File: src/rtl/shift_denorm_if.sv
// rtl/shift_denorm_if.sv - request/response handshake bundle for shift_denorm
interface shift_denorm_if #(
  parameter int W = 22
);
  logic         i_valid;
  logic         o_ready;
  logic [W-1:0] i_data;
  logic [4:0]   i_shift;
  logic         i_dir;
  logic         o_valid;
  logic         i_ready;
  logic [W-1:0] o_data;
  logic         o_ovf;

  modport slave (
    input  i_valid, i_data, i_shift, i_dir, i_ready,
    output o_ready, o_valid, o_data, o_ovf
  );

  modport master (
    output i_valid, i_data, i_shift, i_dir, i_ready,
    input  o_ready, o_valid, o_data, o_ovf
  );
endinterface

File: src/rtl/shift_denorm.sv
// rtl/shift_denorm.sv - multi-cycle signed fixed-point shifter, up to STEP bits per cycle
// Right shifts are arithmetic; left shifts saturate on overflow.
module shift_denorm #(
  parameter int QM   = 11,
  parameter int QN   = 11,
  parameter int STEP = 4
) (
  input  logic           clk,
  input  logic           reset,
  shift_denorm_if.slave  bus
);
  localparam int W  = QM + QN;
  localparam int RW = $clog2(W + 1);

  localparam logic [1:0] S_IDLE  = 2'd0;
  localparam logic [1:0] S_SHIFT = 2'd1;
  localparam logic [1:0] S_DONE  = 2'd2;

  localparam logic [W-1:0] SAT_POS = {1'b0, {(W-1){1'b1}}};
  localparam logic [W-1:0] SAT_NEG = {1'b1, {(W-1){1'b0}}};

  logic [1:0]    state_q, state_d;
  logic [W-1:0]  data_q, data_d;
  logic [RW-1:0] rem_q, rem_d;
  logic          dir_q, dir_d;
  logic          sign_q, sign_d;
  logic          ovf_q, ovf_d;

  logic [RW-1:0] amount;
  logic [RW-1:0] step_amt;
  logic          step_ovf;

  always_comb begin
    state_d  = state_q;
    data_d   = data_q;
    rem_d    = rem_q;
    dir_d    = dir_q;
    sign_d   = sign_q;
    ovf_d    = ovf_q;
    amount   = '0;
    step_amt = rem_q;
    step_ovf = 1'b0;

    if (int'(bus.i_shift) > W) begin
      amount = RW'(W);
    end else begin
      amount = RW'(bus.i_shift);
    end

    if (int'(rem_q) > STEP) begin
      step_amt = RW'(STEP);
    end

    // Left step by s loses information unless the top s+1 bits all match the sign.
    for (int i = 0; i < W - 1; i++) begin
      if ((W - 1 - i) <= int'(step_amt) && data_q[i] != data_q[W-1]) begin
        step_ovf = 1'b1;
      end
    end
    if (int'(step_amt) >= W && data_q != '0) begin
      step_ovf = 1'b1;
    end

    case (state_q)
      S_IDLE: begin
        if (bus.i_valid) begin
          data_d  = bus.i_data;
          dir_d   = bus.i_dir;
          sign_d  = bus.i_data[W-1];
          ovf_d   = 1'b0;
          rem_d   = amount;
          state_d = (amount != '0) ? S_SHIFT : S_DONE;
        end
      end
      S_SHIFT: begin
        if (dir_q) begin
          data_d = data_q << step_amt;
          if (step_ovf) begin
            ovf_d = 1'b1;
          end
        end else begin
          data_d = unsigned'($signed(data_q) >>> step_amt);
        end
        rem_d = rem_q - step_amt;
        if (rem_q == step_amt) begin
          state_d = S_DONE;
        end
      end
      S_DONE: begin
        if (bus.i_ready) begin
          state_d = S_IDLE;
        end
      end
      default: begin
        state_d = S_IDLE;
      end
    endcase
  end

  always_ff @(posedge clk or posedge reset) begin
    if (reset) begin
      state_q <= S_IDLE;
      data_q  <= '0;
      rem_q   <= '0;
      dir_q   <= 1'b0;
      sign_q  <= 1'b0;
      ovf_q   <= 1'b0;
    end else begin
      state_q <= state_d;
      data_q  <= data_d;
      rem_q   <= rem_d;
      dir_q   <= dir_d;
      sign_q  <= sign_d;
      ovf_q   <= ovf_d;
    end
  end

  // Outputs decode straight from state so reset clears them without waiting for a clock.
  always_comb begin
    bus.o_ready = (state_q == S_IDLE);
    bus.o_valid = (state_q == S_DONE);
    bus.o_data  = '0;
    bus.o_ovf   = 1'b0;
    if (state_q == S_DONE) begin
      bus.o_ovf  = ovf_q;
      bus.o_data = ovf_q ? (sign_q ? SAT_NEG : SAT_POS) : data_q;
    end
  end
endmodule
File: src/flat_wrapper.sv
// flat-port wrapper written by rule: the top's interface ports become plain ports
module shift_denorm_flat 
#(
  parameter int QM   = 11,
  parameter int QN   = 11,
  parameter int STEP = 4
)
  (clk, reset, bus_i_valid, bus_i_data, bus_i_shift, bus_i_dir, bus_i_ready, bus_o_ready, bus_o_valid, bus_o_data, bus_o_ovf);
  shift_denorm_if bus_i ();
  input  logic clk;
  input  logic reset;
  input wire logic [$bits(bus_i.i_valid)-1:0] bus_i_valid;
  input wire logic [$bits(bus_i.i_data)-1:0] bus_i_data;
  input wire logic [$bits(bus_i.i_shift)-1:0] bus_i_shift;
  input wire logic [$bits(bus_i.i_dir)-1:0] bus_i_dir;
  input wire logic [$bits(bus_i.i_ready)-1:0] bus_i_ready;
  output wire logic [$bits(bus_i.o_ready)-1:0] bus_o_ready;
  output wire logic [$bits(bus_i.o_valid)-1:0] bus_o_valid;
  output wire logic [$bits(bus_i.o_data)-1:0] bus_o_data;
  output wire logic [$bits(bus_i.o_ovf)-1:0] bus_o_ovf;
  assign bus_i.i_valid = bus_i_valid;
  assign bus_i.i_data = bus_i_data;
  assign bus_i.i_shift = bus_i_shift;
  assign bus_i.i_dir = bus_i_dir;
  assign bus_i.i_ready = bus_i_ready;
  assign bus_o_ready = bus_i.o_ready;
  assign bus_o_valid = bus_i.o_valid;
  assign bus_o_data = bus_i.o_data;
  assign bus_o_ovf = bus_i.o_ovf;
  shift_denorm #(.QM(QM), .QN(QN), .STEP(STEP)) u_core (.clk(clk), .reset(reset), .bus(bus_i));
endmodule
File: config.mk
export PLATFORM = sky130hd
export DESIGN_NAME = shift_denorm_flat
export DESIGN_NICKNAME = d
export VERILOG_FILES = /design/src/rtl/shift_denorm_if.sv /design/src/rtl/shift_denorm.sv /design/src/flat_wrapper.sv
export SDC_FILE = /design/constraint.sdc
export NUM_CORES = 1
export LEC_CHECK = 0
export BUFFER_PORTS_ARGS = -buffer_cell sky130_fd_sc_hd__buf_2
export CAP_MARGIN = 10
export CORE_UTILIZATION = 55
export DETAILED_ROUTE_END_ITERATION = 8
export GPL_ROUTABILITY_DRIVEN = 0
export PLACE_DENSITY_LB_ADDON = 0.08
export SYNTH_ARGS = -nofsm -noshare
export SYNTH_HDL_FRONTEND = slang
export SYNTH_SLANG_ARGS = --single-unit
File: constraint.sdc
create_clock -name clk -period 4.32 [get_ports clk]
set_input_delay 0.864 -clock clk [delete_from_list [all_inputs] [get_ports clk]]
set_output_delay 0.864 -clock clk [all_outputs]
set_load 0.02 [all_outputs]
==> summary.txt <==
Critical path
  – Worst Path Arrival: 2.17 ns
  – CP Max Fanout: 23
  – Crit Path Class: reg -> out
  – Required time of the critical path: approximately 3.5 ns
  – Worst Setup End Kind: output port
  – Worst Setup Start Kind: flop

Timing
  – Fin. max-slew vios: 0
  – Tcrit/Tclk final: 70.3%
  – Worst Clk Skew: about 0.0043 ns
  – Final Setup Violations: 0
  – Slew HR: roughly 30%
  – RSZ-0062 raised after global routing: no
  – Fin crit period: between 3 and 4 ns
  – Final worst slack: 1.28 ns
  – Max Fclk: approximately 330 MHz
  – Fin. Hold Viols: 0
  – Fin Setup TNS: 0 ns
  – Worst-Margin Slew: between 1 and 1.5 ns

Synthesis
  – Xor/xnor share of the synthesized area: 0%
  – Syn_nets: 520
  – Ys async rst share: 100%
  – Leading post-synthesis cells by cell area: dfrtp_1 24%, nor2_1 8.4%, nand2_1 7.0%
  – Simple-Gate Fraction of Synth Area: between 20% and 30%
  – Seq/Total Area, Yosys: 23.6%
  – YS warnings: 0
  – Syn avg cell area: ~7.0 um2
  – Count leader, synth: nor2_1
  – Yosys reg bits: 32
  – Post-Synthesis Cells: ~500
  – Largest family of logic cells by synthesized area: compound AO/OA/AOI/OAI gates
  – Synth top cells by count: 76 x nor2_1, 63 x nand2_1, 41 x clkbuf_1, 36 x o21ai_0
  – Number of flops mapped to enable cells by yosys: 0
  – Synth Flop Type: dfrtp_1
  – Yosys top cell by area: dfrtp_1
  – Compound-Gate Fraction of Synth Area: between 30 and 40%
  – Cell Area, Synth: roughly 3400 um2
  – Synth cell types: between 60 and 70
  – Share of the synthesized area in the top cell type: 23.6%
  – Mux cell area share after synthesis: 6.96%
  – Adder-Cell Fraction of Synth Area: less than 1%

Placed design
  – DP Area: between 3000 and 4000 um2
  – Port bufs: 56
  – Dpl cells: 573
  – Pre-CTS WS: between 1.5 and 2 ns
  – Dpl hpwl: around 7.9 mm

Global route
  – M2 GR Usage: around 60%
  – Largest net degree at the start of global routing: 33
  – First-pass GRT wire length: 19.1 mm
  – GR Layer Usage met3: under 10%
  – Grt ovf: 0
  – Global route hottest layer: met2
  – Met1 Track Usage GR: between 50% and 60%
  – Global Route Usage Sum: 38.8%
  – Vias in the first global route: 3668
  – Initial antenna violation count: 0

Cells and area
  – Nets: between 500 and 600
  – Layout cells sized above 1: approximately 18%
  – Antenna fix cells: 0
  – Layout area overhead: 9.40%
  – Finished Cell Area: 3710 um2
  – Post-layout util: a little over three fifths
  – Fill count: between 500 and 600
  – Finished Layout Cells: about 580

Clock tree
  – Post-CTS Setup Repair Bufs: 0
  – Hold_buf cts: 0
  – Maximum clock insertion buffer count: 2
  – Clock root buffer: clkbuf_8
  – Clock Latency Late Sink: slightly below 0.3 ns
  – Num CTS Buffers: 5
  – Clock sinks: 32
  – Worst-path clk slew: about 0.070 ns
  – CTS tree: yes
  – H-tree lvl count: 2
  – Post_cts resized: 0

Floorplanning
  – Row count: 28
  – Die ar.: approximately 6500 um2
  – Die width: 80.6 um
  – Chip height: ~81 um
  – Area of the core: ~5900 um2
  – Io pins: 57
  – Initial Util: between 50% and 60%

Detailed routing
  – DR WL/cell: between 20 and 25 um
  – Via count: slightly above 4000
  – First-pass DRT Iterations: 6
  – First DRT Iteration DRCs: 482
  – WL final: approximately 12 mm
  – Routed Antenna Nets: 0
  – Vias per inst: just over 7
  – # DRC: 0

Power and ir drop
  – PwrDens: between 800 and 900 nW/um2
  – Leak pwr: around 1.6 nW
  – Peak supply drop: ~630 uV

Run status
  – Status: finished clean

Run
  – Max_cap viols: 0

Hold path
  – Hold Path Class: reg -> reg
[through the flow]
stage          power (W)  hold WS (ns)
2_1_floorplan    0.00237         0.481
3_3_place_gp     0.00290         0.501
3_5_place_dp     0.00294         0.500
4_1_cts          0.00321         0.519
5_1_grt          0.00351         0.549
6_report         0.00330         0.523
[final cells by class]
| type | instances | area (um2) | area share (%) |
|---|---|---|---|
| clock buffer | 6 | 82.6 | 2.22 |
| clock inverter | 2 | 10.0 | 0.269 |
| inverter | 11 | 41.3 | 1.11 |
| multi-input combinational | 389 | 2330 | 62.7 |
| sequential | 32 | 801 | 21.6 |
| tap | 75 | 93.8 | 2.53 |
| timing repair buffer | 66 | 355 | 9.57 |
[routing by layer]
layer / routed length, um / part of all wire [%]
met3: 1460 / 12
met4: 541 / 4.5
met2: 5390 / 45
met1: 4680 / 39
met5: 0 / 0
[layout by cell type (no fill, tap or decap), types with 5 or more instances in the layout]
| cell | count |
|---|---|
| o22ai_1 | 5 |
| nand2_1 | 63 |
| a221oi_1 | 8 |
| clkbuf_8 | 6 |
| dfrtp_1 | 32 |
| inv_1 | 10 |
| a211oi_1 | 10 |
| nor3_1 | 10 |
| nor2b_1 | 5 |
| a32oi_1 | 5 |
| o21ai_0 | 36 |
| nand3_1 | 9 |
| mux2_2 | 5 |
| o211ai_1 | 6 |
| buf_4 | 10 |
| nand2b_1 | 6 |
| a21oi_1 | 32 |
| buf_2 | 56 |
| nor2_1 | 76 |
| mux2i_1 | 18 |
| a31oi_1 | 12 |
[critical path, stage by stage (launching register included)]
cell,delay (ns)
dfrtp_1,0.86
inv_1,0.57
and3_1,0.30
buf_2,0.16
[state kept, by name (all words and copies together) (netlist names)]
register        flops
u_core.sign_q       1
u_core.ovf_q        1
u_core.data_q      22
u_core.rem_q        5
u_core.dir_q        1
u_core.state_q      2
[cell families after synthesis]
| logic type | after synthesis |
|---|---|
| AND/OR/NAND/NOR | 197 |
| AO/OA/AOI/OAI | 166 |
| buffers and inverters | 65 |
| flip-flops | 32 |
| multiplexers | 23 |
| adder cells (fa/ha/maj) | 2 |
| other | 1 |
[power by group]
group	total, W	switching [W]	internal [W]
clock	0.000256	0.000129	0.000127
combinational	0.00209	0.00129	0.000800
sequential	0.000962	0.000504	0.000458
[final timing paths]
check | from | end | slack, ns | cells after the start
max | u_core.state_q[0] | bus_o_ovf | 1.28 | 3
min | u_core.sign_q | u_core.sign_q | 0.52 | 1
max reg2reg | u_core.rem_q[1] | u_core.data_q[12] | 1.57 | 5
min reg2reg | u_core.sign_q | u_core.sign_q | 0.52 | 1
max in group asynchronous | reset | u_core.state_q[0] | 3.34 | 3
min in group asynchronous | reset | u_core.data_q[9] | 0.66 | 3
(Power assumes the default switching activity.)
